$ cat src/rtl/bus_arbiter.sv
// bus_arbiter
//   Round-robin arbiter and master multiplexer for the shared system bus.
//   Four masters raise active-low requests. Exactly one master is granted at
//   all times, and that owner's address, strobe, direction and write data are
//   routed onto the shared bus. An optional hold limit forces rotation
//   between transactions so that a streaming master cannot starve the others.
//
// Parameters
//   HOLD_MAX : consecutive owned cycles before forced rotation (0 = never)
//   CNT_W    : hold counter width, 2**CNT_W > HOLD_MAX
//
// Ports
//   clk, reset            : clock, async active-high reset
//   mN_req_               : master N request (active low)
//   mN_addr/as_/rw/wr_data: master N bus signals
//   mN_grnt_              : master N grant (active low, registered)
//   s_addr/s_as_/s_rw/s_wr_data : shared bus, muxed from the owner
//   owner                 : current owner index (registered)
module bus_arbiter #(
    parameter int unsigned HOLD_MAX = 16,
    parameter int unsigned CNT_W    = 5
) (
    input  logic        clk,
    input  logic        reset,
    input  logic        m0_req_,
    input  logic        m1_req_,
    input  logic        m2_req_,
    input  logic        m3_req_,
    input  logic [29:0] m0_addr,
    input  logic [29:0] m1_addr,
    input  logic [29:0] m2_addr,
    input  logic [29:0] m3_addr,
    input  logic        m0_as_,
    input  logic        m1_as_,
    input  logic        m2_as_,
    input  logic        m3_as_,
    input  logic        m0_rw,
    input  logic        m1_rw,
    input  logic        m2_rw,
    input  logic        m3_rw,
    input  logic [31:0] m0_wr_data,
    input  logic [31:0] m1_wr_data,
    input  logic [31:0] m2_wr_data,
    input  logic [31:0] m3_wr_data,
    output logic        m0_grnt_,
    output logic        m1_grnt_,
    output logic        m2_grnt_,
    output logic        m3_grnt_,
    output logic [29:0] s_addr,
    output logic        s_as_,
    output logic        s_rw,
    output logic [31:0] s_wr_data,
    output logic [1:0]  owner
);

    logic [3:0]       req_n;
    logic [3:0]       as_n;
    logic [3:0]       grnt_n;
    logic [CNT_W-1:0] hold_cnt;
    logic [CNT_W-1:0] hold_next;
    logic [1:0]       owner_next;
    logic             own_req_n;
    logic             own_as_n;
    logic             found;
    logic             hold_full;
    logic             do_switch;
    logic [1:0]       cand;

    assign req_n = {m3_req_, m2_req_, m1_req_, m0_req_};
    assign as_n  = {m3_as_, m2_as_, m1_as_, m0_as_};

    assign m0_grnt_ = grnt_n[0];
    assign m1_grnt_ = grnt_n[1];
    assign m2_grnt_ = grnt_n[2];
    assign m3_grnt_ = grnt_n[3];

    assign own_req_n = req_n[owner];
    assign own_as_n  = as_n[owner];
    assign hold_full = (HOLD_MAX != 0) && (hold_cnt == CNT_W'(HOLD_MAX));

    // Round-robin search starting just after the owner; the owner itself is
    // never a candidate, so a switch always moves ownership.
    always_comb begin
        found      = 1'b0;
        owner_next = owner;
        cand       = owner;
        for (int unsigned i = 1; i < 4; i++) begin
            cand = owner + 2'(i);
            if (!found && !req_n[cand]) begin
                found      = 1'b1;
                owner_next = cand;
            end
        end
        // Forced rotation only between transactions (owner's as_ high).
        do_switch = found && (own_req_n || (hold_full && own_as_n));
        if (!do_switch) begin
            owner_next = owner;
        end
    end

    // Saturating hold counter; a strobing owner at the limit simply keeps it
    // saturated until its strobe rises and rotation can happen.
    always_comb begin
        hold_next = hold_cnt;
        if (do_switch || own_req_n) begin
            hold_next = '0;
        end else if (hold_cnt != CNT_W'(HOLD_MAX)) begin
            hold_next = hold_cnt + 1'b1;
        end
    end

    // Grants are registered alongside owner so there is no req_ -> grnt_ path.
    always_ff @(posedge clk or posedge reset) begin
        if (reset) begin
            owner    <= '0;
            hold_cnt <= '0;
            grnt_n   <= 4'b1110;
        end else begin
            owner    <= owner_next;
            hold_cnt <= hold_next;
            grnt_n   <= ~(4'b0001 << owner_next);
        end
    end

    // A parked owner that is not requesting cannot strobe the bus.
    always_comb begin
        s_addr    = m0_addr;
        s_rw      = m0_rw;
        s_wr_data = m0_wr_data;
        case (owner)
            2'd1: begin
                s_addr    = m1_addr;
                s_rw      = m1_rw;
                s_wr_data = m1_wr_data;
            end
            2'd2: begin
                s_addr    = m2_addr;
                s_rw      = m2_rw;
                s_wr_data = m2_wr_data;
            end
            2'd3: begin
                s_addr    = m3_addr;
                s_rw      = m3_rw;
                s_wr_data = m3_wr_data;
            end
            default: ;
        endcase
        s_as_ = own_as_n | own_req_n;
    end

endmodule

$ cat config.mk
export PLATFORM = sky130hd
export DESIGN_NAME = bus_arbiter
export DESIGN_NICKNAME = d
export VERILOG_FILES = /design/src/rtl/bus_arbiter.sv
export SDC_FILE = /design/constraint.sdc
export NUM_CORES = 1
export LEC_CHECK = 0
export ABC_AREA = 1
export CORE_AREA = 2 2 127 129
export CTS_CLUSTER_SIZE = 30
export DETAILED_ROUTE_END_ITERATION = 10
export DIE_AREA = 0 0 129 131
export PLACE_DENSITY = 0.57
export SETUP_SLACK_MARGIN = 0.5
export SLEW_MARGIN = 5
export SYNTH_ARGS = -nofsm -noshare
export SYNTH_HDL_FRONTEND = slang
export SYNTH_SLANG_ARGS = --single-unit
$ cat constraint.sdc
create_clock -name clk -period 2.45 [get_ports clk]
set_input_delay 0.49 -clock clk [delete_from_list [all_inputs] [get_ports clk]]
set_output_delay 0.49 -clock clk [all_outputs]
set_load 0.005 [all_outputs]
Yosys cells after proc, flatten, opt, wreduce, memory -nomap -nowiden:

Index checks and enable logic that the tools add are counted.

* add/subtract/negate cells: 4
* $lt $le $gt $ge: 4
* equality and inequality tests: 5
* shift operators: 1
* mux-type cells: 22
* bitwise operators: 2
* reduce and logical (&&, ||, !) cells: 10

Operator list (count)
* one-hot mux 32 bit (3 select lines): 1
* one-hot mux 30 bit (3 select lines): 1
* < comparator 2 x 3 -> 1 bit (second input constant): 4
* binary-select mux 1 bit (select 2 bit): 5
* two-way mux 5 bit: 2
* two-way mux 1 bit: 8
* two-way mux 2 bit: 4
* adder 5 x 1 -> 5 bit (second input constant): 1
* == test 5 bit (second input constant): 1
* inequality test 5 bit (second input constant): 1
* adder 2 bit (second input constant): 2
* == test 2 bit (second input constant): 2
* logical AND 1 bit: 4
* inverter 4 bit: 1
* left shift 1 x 2 -> 4 bit (first input constant): 1
* zero test 1 bit: 3
* one-hot mux 1 bit (3 select lines): 1
* adder 2 x 1 -> 2 bit (second input constant): 1
* == test 2 x 1 -> 1 bit (second input constant): 1
* logical OR 1 bit: 2
* nonzero test 2 bit: 1
* bitwise OR 1 bit: 1

* flip-flop bits (word level): 11

Longest topological paths before layout:

* word-level depth: 13
* mapped depth: 12

Worst setup path before layout:

Ideal clock, no wire load.

* path kind: flip-flop to output port
* from: reg owner[1]
* to: out s_wr_data[10]
* arrival: 1.623 ns
* path slack: 0.337 ns
* cell stages (with the launch flop): 8
* path through: dfrtp_1 buf_6 inv_2 ha_1 clkbuf_1 buf_1 a21oi_1 o21ai_0

* word-level cells in the longest chain between the ends: 2

Ends and longest elaborated chain
* start, declared: line 53 `output logic [1:0] owner`
* start signal, assigned: line 119 `owner <= owner_next;`
* == test 2 bit / == test 2 x 1 -> 1 bit (equally long branches): line 130 `case (owner)`
* one-hot mux 32 bit (3 select lines) (*): line 130
* end, declared: line 52 `output logic [31:0] s_wr_data,`

Every way passes the cells marked *; elsewhere a longest branch is shown, timed or not.

Final worst setup path:

* from: reg owner[0]
* to: out s_addr[17]

* word-level cells in the longest chain between the ends: 2

Ends and longest elaborated chain
* == test 2 bit / == test 2 x 1 -> 1 bit (equally long branches): line 130
* one-hot mux 30 bit (3 select lines) (*): line 130
* end, declared: line 49 `output logic [29:0] s_addr,`

Marked as above.

==> results.yml <==
status:
  status: "finished, final reports clean"
timing:
  fmax_mhz: 438
  hold_violations: 0
  period_share_pct: 93.1
  fin_ws_ns: 0.169
  tightest_slew_ns: 0.402
  drv_slew: 0
  setup_violations: 0
  finalCriticalPeriod_ns: 2.28
  rsz0062_at_grt: "true"
  maxSlewHeadroom_pct: 73.2
  finalClockSkew_ns: 0.00211
detailed_routing:
  num_vias: 4552
  wirelength_mm: 18.3
  via_per_inst: 4.58
  wire_per_inst_um: 18.4
  drt-initial-drc-count: 150
  dr.pass1.iters: 4
  ant_nets: 0
  drcViolationCount: 0
clocking:
  clk_latency_ns: 0.24
  clkSlewWorstSetupHoldPaths_ns: 0.04
  clk_path_buf_depth: 2
  cts_tree: "yes"
  cts_root_buf: "clkbuf_16"
  htreeDepth: 1
  clock-sinks: 11
  cts_hold_buffers: 0
  cts_buffers: 3
power:
  p_per_area_mw_per_mm2: 1120
  vdd_drop_max_uv: 393
  p_leak_nw: 2.93
  p_total_w: 0.00797
placed_design:
  placed_cells: 940
  dp_hpwl_mm: 12.8
  io_buffer_count: 331
  gp_congestion: 0.916
  pre_cts_slack_ns: -0.0582
  placed_area_mm2: 0.00616
finish:
  fin_util_pct: 45.4
  fin_area_mm2: 0.00709
  diodes: 0
  nNetsFinal: 1046
  area_growth_pct: 187
  drive_above_1_share_pct: 29.6
  stdcell_count: 993
  fill_cells: 1568
global_routing:
  use_met2_pct: 34.0
  grt_pass1_wl_mm: 24.5
  grt_util_met1_pct: 23.5
  grt_overflow_total: 0
  top_usage_layer: "met2"
  grt_use_total_pct: 18.7
  grt_max_degree: 24
  antenna_found_initial: 0
  met3_usage_pct: 3.38
  first_global_vias: 4310
synthesis:
  netlist-cell-type-count: 25
  ys_seq_area_share_pct: 11.3
  syn_nets: 678
  synth_area_mm2: 0.00247
  yosys_warnings: 0
  synth-edff-count: 0
  yosysMostFrequentCell: "nand2_1"
  synth_area_leader_cell: "a22o_1"
  syn_avg_cell_area_um2: 6.03
  synthArstFlopShare_pct: 100
  synthCells: 410
  ys_top_cells_by_count: "nand2_1, a21oi_1, o21ai_0"
  synth_ff_type: "dfrtp_1"
  synthTopCellsByArea: "a22o_1, nand2_1, a21oi_1"
  synth_top_area_share_pct: 22.3
  ys_seq_elements: 11
floorplanning:
  die_w_um: 129
  start_util_pct: 15.9
  die_area_mm2: 0.0169
  core_mm2: 0.0156
  io_pins: 332
  die_height_um: 131
  row_count: 46
setup_path:
  crit_required_ns: 1.96
  crit_fanout: 20
  cp-end-kind: "primary output"
  crit_arrival_ns: 1.79
  crit_type: "reg -> out"
  start_kind: "flop"
job:
  maxCapViolCount: 0
hold_path:
  hold_class: "in -> async"
==> area by class of cell <==
cell class / count / area (um^2) / share of cell area [%]
Sequential cell: 11 / 282 / 3.97
Timing Repair Buffer: 400 / 4120 / 58.2
Clock buffer: 4 / 78.8 / 1.11
Inverter: 14 / 62.6 / 0.883
Multi-Input combinational cell: 348 / 2270 / 32.0
Tap cell: 216 / 270 / 3.81
==> placed cells by master (no fill, tap or decap), types with 2 or more instances in the layout <==
| cell type | netlist | routed |
|---|---|---|
| o21ai_1 | 0 | 49 |
| a22o_1 | 63 | 62 |
| nor2_1 | 7 | 7 |
| clkbuf_2 | 0 | 4 |
| o21ai_0 | 64 | 3 |
| dfrtp_2 | 0 | 2 |
| nand2_2 | 8 | 11 |
| buf_2 | 9 | 58 |
| buf_8 | 0 | 5 |
| o21ai_2 | 0 | 12 |
| nor2_2 | 2 | 2 |
| dfrtp_1 | 8 | 6 |
| dfstp_2 | 3 | 3 |
| dlygate4sd2_1 | 0 | 2 |
| nand3_1 | 14 | 12 |
| buf_6 | 2 | 18 |
| buf_16 | 0 | 12 |
| buf_12 | 0 | 14 |
| a21oi_1 | 68 | 22 |
| ha_4 | 0 | 4 |
| nand2_1 | 104 | 100 |
| ha_1 | 6 | 2 |
| clkdlybuf4s50_1 | 0 | 266 |
| nand2_4 | 5 | 6 |
| clkbuf_16 | 0 | 8 |
| nand4_1 | 2 | 2 |
| a21oi_2 | 0 | 46 |
| buf_4 | 0 | 16 |
| nand3_2 | 0 | 2 |
| inv_1 | 11 | 11 |
==> final timing paths <==
path / cells after the start / start / endpoint / slack [ns]
min in group clk: 2 / hold_cnt[3] / hold_cnt[3] / 0.57
max: 6 / owner[0] / s_addr[17] / 0.17
min reg2reg: 2 / hold_cnt[3] / hold_cnt[3] / 0.57
max reg2reg: 12 / owner[0] / grnt_n[0] / 0.67
min: 2 / reset / hold_cnt[4] / 0.54
max in group asynchronous: 2 / reset / grnt_n[3] / 1.58
==> layer usage <==
metal	part of all wire, %	up-vias
li1	-	2213
met2	50	180
met4	1.5	0
met1	42	2140
met3	6.6	19
met5	0	-
==> logic make-up after synthesis <==
| group | count (synthesis) | share of synthesized area, % |
|---|---|---|
| AO/OA/AOI/OAI | 196 | 49.7 |
| buffers and inverters | 51 | 9.10 |
| adder cells (fa/ha/maj) | 6 | 3.03 |
| XOR/XNOR | 2 | 0.708 |
| AND/OR/NAND/NOR | 144 | 26.2 |
| flip-flops | 11 | 11.3 |
==> state kept, by name, summed over array words and instances (netlist names) <==
register,count
hold_cnt,5
grnt_n,4
owner,2
==> where the power goes <==
part / internal, W / switching, W
combinational: 0.00387 / 0.00347
sequential: 0.000261 / 0.0000707
clock: 0.000218 / 0.0000776
total: 0.00435 / 0.00362
==> what timing repair did <==
action                     4_1_cts  5_1_grt
gates resized for setup        356       84
pin swaps                       20       29
gates cloned                    12        5
setup endpoints to repair       65       65
setup buffers                   26        6
==> worst max-delay path, stage by stage (launching register included) <==
cell and delay [ns]:
dfrtp_2 0.47, ha_4 0.24, buf_12 0.17, a22o_1 0.20, a21oi_1 0.11, o21ai_1 0.09, dlygate4sd2_1 0.27
==> metrics by stage <==
step	setup TNS, ns	hold slack [ns]
finish	0	0.543
floorplan	0	0.340
global route	0	0.580
detailed placement	-0.297	0.561
CTS	0	0.564
global placement	-0.0537	0.545
No activity file was read; power rests on OpenSTA's default activity.
